<file path="config.mk">
export PLATFORM = sky130hd
export DESIGN_NAME = seq_detect_prog
export DESIGN_NICKNAME = d
export VERILOG_FILES = /design/src/rtl/seq_det_pkg.sv /design/src/rtl/seq_match_cmp.sv /design/src/rtl/seq_detect_prog.sv
export SDC_FILE = /design/constraint.sdc
export NUM_CORES = 1
export LEC_CHECK = 0
export BUFFER_PORTS_ARGS = -buffer_cell sky130_fd_sc_hd__buf_2
export CORE_UTILIZATION = 51
export DETAILED_ROUTE_END_ITERATION = 8
export PLACE_DENSITY_LB_ADDON = 0.15
export SYNTH_ARGS = -nofsm -noshare
export SYNTH_HDL_FRONTEND = slang
export SYNTH_SLANG_ARGS = --single-unit
</file>
<file path="constraint.sdc">
create_clock -name clk -period 2.8 [get_ports clk]
set_input_delay 0.56 -clock clk [delete_from_list [all_inputs] [get_ports clk]]
set_output_delay 0.56 -clock clk [all_outputs]
set_load 0.02 [all_outputs]
</file>
<file path="src/rtl/seq_det_pkg.sv">
// rtl/seq_det_pkg.sv - shared defaults and FSM encoding for the programmable sequence detector
package seq_det_pkg;

  localparam int DEF_MAX_LEN = 8;
  localparam int DEF_LEN_W   = 4;
  localparam int DEF_CNT_W   = 8;

  // Reset config reproduces the fixed 10101 overlapping detector
  localparam logic [7:0] DEF_RST_PATTERN = 8'b0001_0101;
  localparam int         DEF_RST_LEN     = 5;
  localparam logic       DEF_RST_OVERLAP = 1'b1;

  typedef enum logic [1:0] {
    S_IDLE  = 2'd0,
    S_FILL  = 2'd1,
    S_ARMED = 2'd2
  } state_e;

endpackage

</file>
<file path="src/rtl/seq_match_cmp.sv">
// rtl/seq_match_cmp.sv - masked compare of shift history against the programmed pattern
module seq_match_cmp
  import seq_det_pkg::*;
#(
  parameter int MAX_LEN = DEF_MAX_LEN,
  parameter int LEN_W   = DEF_LEN_W
) (
  input  logic [MAX_LEN-1:0] hist,
  input  logic [MAX_LEN-1:0] pattern,
  input  logic [LEN_W-1:0]   len,
  output logic               match
);

  logic [MAX_LEN-1:0] mask;

  // Only the newest len bits take part; older history is ignored
  always_comb begin
    mask = '0;
    for (int k = 0; k < MAX_LEN; k++) begin
      mask[k] = (k < int'(len));
    end
    match = (((hist ^ pattern) & mask) == '0);
  end

endmodule

</file>
<file path="src/rtl/seq_detect_prog.sv">
// rtl/seq_detect_prog.sv - programmable Moore sequence detector with saturating match counter
module seq_detect_prog
  import seq_det_pkg::*;
#(
  parameter int                 MAX_LEN     = DEF_MAX_LEN,
  parameter int                 LEN_W       = DEF_LEN_W,
  parameter int                 CNT_W       = DEF_CNT_W,
  parameter logic [MAX_LEN-1:0] RST_PATTERN = MAX_LEN'(DEF_RST_PATTERN),
  parameter int                 RST_LEN     = DEF_RST_LEN,
  parameter logic               RST_OVERLAP = DEF_RST_OVERLAP
) (
  input  logic               clk,
  input  logic               rst,
  input  logic               i,
  input  logic               in_valid,
  input  logic               cfg_we,
  input  logic [MAX_LEN-1:0] cfg_pattern,
  input  logic [LEN_W-1:0]   cfg_len,
  input  logic               cfg_overlap,
  input  logic               cnt_clr,
  output logic               out,
  output logic [CNT_W-1:0]   match_cnt
);

  localparam logic [LEN_W-1:0] LEN_MAX   = LEN_W'(MAX_LEN);
  localparam logic [LEN_W-1:0] LEN_RST   = LEN_W'(RST_LEN);
  localparam state_e           STATE_RST = (RST_LEN == 0) ? S_IDLE : S_FILL;

  logic [MAX_LEN-1:0] pattern_q, pattern_d;
  logic [LEN_W-1:0]   len_q, len_d;
  logic               overlap_q, overlap_d;
  logic [MAX_LEN-1:0] hist_q, hist_d;
  logic [LEN_W-1:0]   fill_q, fill_d;
  logic               out_q, out_d;
  logic [CNT_W-1:0]   cnt_q, cnt_d;
  state_e             state_q, state_d;

  logic [MAX_LEN-1:0] new_hist;
  logic [LEN_W:0]     fill_inc;
  logic               cmp_match;
  logic               accept;
  logic               window_done;
  logic               hit;

  assign new_hist = {hist_q[MAX_LEN-2:0], i};

  seq_match_cmp #(
    .MAX_LEN (MAX_LEN),
    .LEN_W   (LEN_W)
  ) u_cmp (
    .hist    (new_hist),
    .pattern (pattern_q),
    .len     (len_q),
    .match   (cmp_match)
  );

  always_comb begin
    pattern_d = pattern_q;
    len_d     = len_q;
    overlap_d = overlap_q;
    hist_d    = hist_q;
    fill_d    = fill_q;
    cnt_d     = cnt_q;

    fill_inc    = {1'b0, fill_q} + (LEN_W+1)'(1);
    accept      = in_valid && !cfg_we;
    window_done = (state_q == S_ARMED) || (fill_inc >= {1'b0, len_q});
    hit         = accept && (state_q != S_IDLE) && window_done && cmp_match;

    // A config write restarts the window and swallows the same-cycle bit
    if (cfg_we) begin
      pattern_d = cfg_pattern;
      len_d     = (cfg_len > LEN_MAX) ? LEN_MAX : cfg_len;
      overlap_d = cfg_overlap;
      fill_d    = '0;
    end else if (in_valid) begin
      hist_d = new_hist;
      if (hit && !overlap_q) begin
        fill_d = '0;
      end else if (fill_q < len_q) begin
        fill_d = fill_q + LEN_W'(1);
      end
    end

    out_d = hit;

    if (cnt_clr) begin
      cnt_d = '0;
    end else if (hit && (cnt_q != '1)) begin
      cnt_d = cnt_q + CNT_W'(1);
    end

    if (len_d == '0) begin
      state_d = S_IDLE;
    end else if (fill_d == len_d) begin
      state_d = S_ARMED;
    end else begin
      state_d = S_FILL;
    end
  end

  always_ff @(posedge clk) begin
    if (rst) begin
      pattern_q <= RST_PATTERN;
      len_q     <= LEN_RST;
      overlap_q <= RST_OVERLAP;
      hist_q    <= '0;
      fill_q    <= '0;
      out_q     <= 1'b0;
      cnt_q     <= '0;
      state_q   <= STATE_RST;
    end else begin
      pattern_q <= pattern_d;
      len_q     <= len_d;
      overlap_q <= overlap_d;
      hist_q    <= hist_d;
      fill_q    <= fill_d;
      out_q     <= out_d;
      cnt_q     <= cnt_d;
      state_q   <= state_d;
    end
  end

  assign out       = out_q;
  assign match_cnt = cnt_q;

endmodule

</file>
==> results.md <==
- The run finished with clean final reports.
- sky130_fd_sc_hd__dfxtp_1 takes more of the synthesized area than any other cell.
- Summing over every cut layer, the via total after detailed routing is around 1800.
- The cell count after synthesis came out at around 230.
- The floorplan step defined a die boundary enclosing ~4200 µm².
- The category of the critical setup timing path is reg2reg.
- The share of synthesized flip-flops with an asynchronous set or reset is 0.
- In this run, post-CTS hold repair placed 0 buffers.
- Yosys printed 0 warnings.
- The sum of negative setup slack is 0 ns.
- After clock tree synthesis, the clock-pin slew on the worst setup and hold paths is ~0.070 ns.
- Of the cells placed in the final design, the portion with a size suffix greater than 1 is 0.236.
- In the finished design, the share of the clock period the worst path needs comes to 0.946.
- The overall die width is between 60 and 70 µm.
- For the final database, setup skew stands at between 0.005 and 0.006 ns.
- The via count of the first global-routing pass came to approximately 1700.
- Buffers inserted during clock tree synthesis total 5.
- For this run, the share of the core covered by cells in the final layout is 0.650.
- The clock latency on the worst-skew pair is about 0.28 ns.
- In this run, the number of DRC markers left after iteration 0 of detailed routing was between 60 and 70.
- The synthesized netlist occupies a cell area of 2020 µm².
- The final hold violation count is 0.
- The number of library cell types mapped by synthesis is 53.
- Measured along the y axis, the die boundary spans approximately 65 µm.
- STA puts the critical path data arrival time at roughly 2.8 ns.
- The number of synthesized flops with an enable pin is 0.
- The sort of element at the end of the critical path is a flip-flop.
- The post-route minimum period is 2.65 ns.
- In this run the static leakage power is ~1.1 nW.
- The source of the critical timing path is len_q[2]$_SDFF_PP1_.
- The highest net fanout along the worst path is 8.
- The power density of the placed cells is roughly 440 nW/µm².
- After the last flow step, the layout net total stands at between 300 and 400.
- The repair_antennas step left the layout with diodes totalling 0.
- The region available for standard cell placement spans 3720 µm².
- The mean area per synthesized cell is 8.70 µm².
- The row count is 22.
- Sorting the synthesized cells by area gives the leading types as sky130_fd_sc_hd__dfxtp_1 (35%), sky130_fd_sc_hd__ha_1 (6.2%), sky130_fd_sc_hd__xor2_1 (5.6%).
- The routed via count divided by cell count is between 5 and 6.
- TritonCTS built the clock tree.
- The top-level port count is 28.
- For this run, the detailed router's first-pass iteration total came to 4.
- VDD sags by at most approximately 0.41 mV.
- The maximum count of clock buffers along a single path is 2.
- Counting every net in the synthesized netlist gives around 260.
- Data on the critical path is required at its endpoint by about 3 ns.
- After detailed routing, the number of remaining DRC violations is 0.
- The start point of the worst min-delay path is hist_q[6]$_SDFFE_PP0P_.
- The worst pin sits at a relative slew slack of 0.666.
- The number of port buffers is 27.
- The number of antenna violations at the first check in global routing is 0.
- The most used flip-flop cell after synthesis is sky130_fd_sc_hd__dfxtp_1.
- Across the run, the number of max-cap violations was 0.
- The initial standard-cell utilization of the core is 0.543.
- The clock sink total is 35.
- In this run the critical register-to-register path is launched from len_q[2]$_SDFF_PP1_.
- The final count of pins violating max slew came to 0.
- The global-route wire length before repair is 7.27 mm.
- Summed over all layers, the routed wires come to 4.34 mm.
- Dividing the detail-routed wire length by the instance count gives approximately 13 µm.
- The register bit count reported by yosys is 35.
- In this run the worst hold path is classified as reg2reg.
- Clock tree synthesis selected as its root buffer the cell sky130_fd_sc_hd__clkbuf_8.
- Across every metal layer, demand over resource in global routing totals 0.223.
- The share of the synthesized area in the top cell type is 0.347.
- The area growth from synthesis to layout is 19.7%.
- The congestion estimate from routability-driven global placement came to 0.848.
- The maximum number of pins on one net before global-route repair is 26.
- The sum of net half-perimeters after detailed placement is about 3.3 mm.
- The count of nets left with antenna violations once routing finished came out at 0.
- For the pin with the worst max-slew slack, the measured transition is ~0.5 ns.
- Setup repair after global routing left no endpoint under its margin.
- The overflow left after global routing is 0.
- The total setup violations reported at the end of the flow is 0.
- For this run, the register share of the synthesized area comes to 0.347.
- The maximum clock frequency is around 380 MHz.
- CTS built an H-tree with a depth of 2.
- The critical path startpoint category is a flip-flop.
-- registers in the layout, indices dropped and copies added (netlist names) --
| name | flops |
|---|---|
| out | 1 |
| hist_q | 7 |
| overlap_q | 1 |
| state_q | 2 |
| match_cnt | 8 |
| fill_q | 4 |
| pattern_q | 8 |
| len_q | 4 |
-- worst paths after layout --
kind / to / slack, ns / cells past startpoint
setup / recovery: state_q[0]$_SDFF_PP1_ / 0.15 / 10
setup reg to reg: state_q[0]$_SDFF_PP1_ / 0.15 / 10
hold / removal: hist_q[6]$_SDFFE_PP0P_ / 0.47 / 2
hold reg to reg: hist_q[6]$_SDFFE_PP0P_ / 0.47 / 2
-- cell usage after synthesis, drive strengths merged (3+ instances only) --
cell     n
and3     5
o21a     4
nand2   20
and2     4
nand4    3
xor2    13
mux2i    8
nor2b    8
nand3    6
a21oi   14
clkbuf   5
a211o    4
nor2    22
inv      6
dfxtp   35
ha      10
nand2b   4
buf      6
xnor2    4
o21ai    9
or3      5
nor3     4
-- report_power, final --
group	internal [mW]	total [mW]	switching [mW]
Clock	0.201	0.392	0.191
Sequential	0.513	0.523	0.0103
Combinational	0.0744	0.159	0.0844
Total	0.788	1.07	0.286
-- layout by cell type (no fill, tap or decap), drive strengths merged, types with 4 or more instances in the layout --
cell type / n
nand2: 20
a211o: 4
buf: 46
a21oi: 14
xnor2: 4
xor2: 13
o21ai: 9
o21a: 4
dfxtp: 35
and3: 5
clkbuf: 6
nor3: 4
or3: 5
nor2b: 8
and2: 4
ha: 10
nand3: 6
inv: 6
nor2: 22
mux2i: 8
nand2b: 4
-- logic make-up (layout without fill, tap and decap cells) --
family | after synthesis | after routing | synth area share
AO/OA/AOI/OAI | 54 | 54 | 0.191
XOR/XNOR | 17 | 17 | 0.0738
adder cells (fa/ha/maj) | 10 | 10 | 0.0620
buffers and inverters | 18 | 61 | 0.0422
flip-flops | 35 | 35 | 0.347
multiplexers | 8 | 8 | 0.0397
AND/OR/NAND/NOR | 90 | 90 | 0.244
-- per-stage QoR --
| stage | cells | setup WS (ns) | hold WS (ns) | total power, mW | cell area (µm²) |
|---|---|---|---|---|---|
| 6_report | 323 | 0.151 | 0.470 | 1.07 | 2420 |
| 3_3_place_gp | 315 | 0.101 | 0.459 | 0.690 | 2300 |
| 2_1_floorplan | 232 | 0.0330 | 0.448 | 0.635 | 2020 |
| 4_1_cts | 323 | 0.0878 | 0.467 | 1.08 | 2400 |
| 5_1_grt | 323 | 0.0262 | 0.463 | 1.13 | 2420 |
| 3_5_place_dp | 315 | 0.103 | 0.464 | 0.691 | 2300 |
-- routing by layer --
metal  routed length (µm)  global-route usage  vias up
li1                     -                   -      911
met1                 2090               0.275      819
met2                 2080               0.383       28
met3                  122              0.0475        6
met4                   50              0.0722        0
met5                    0                   0        -
-- repair_timing --
action,4_1_cts,5_1_grt
resized for setup,0,4
buffers inserted,0,0
endpoints found under the setup margin,0,4
-- critical path, stage by stage (launching register included) --
cell and delay [ns]:
sky130_fd_sc_hd__dfxtp_1 0.37, sky130_fd_sc_hd__inv_1 0.10, sky130_fd_sc_hd__ha_1 0.29, sky130_fd_sc_hd__o21a_1 0.20, sky130_fd_sc_hd__o31a_1 0.11, sky130_fd_sc_hd__buf_4 0.17, sky130_fd_sc_hd__or3_1 0.34, sky130_fd_sc_hd__a221oi_1 0.38
sky130_fd_sc_hd__a2bb2oi_2 0.22, sky130_fd_sc_hd__nor4_4 0.07, sky130_fd_sc_hd__a221o_1 0.31
-- cell type report --
cell class / count / area (µm²)
fill: 340 / 1300
multi-input combinational: 179 / 1250
sequential: 35 / 702
clock inverter: 2 / 16.3
timing repair buffer: 46 / 278
tap: 48 / 60.1
inverter: 7 / 26.3
clock buffer: 6 / 82.6
Note: power is estimated with default switching activity, not from simulation.
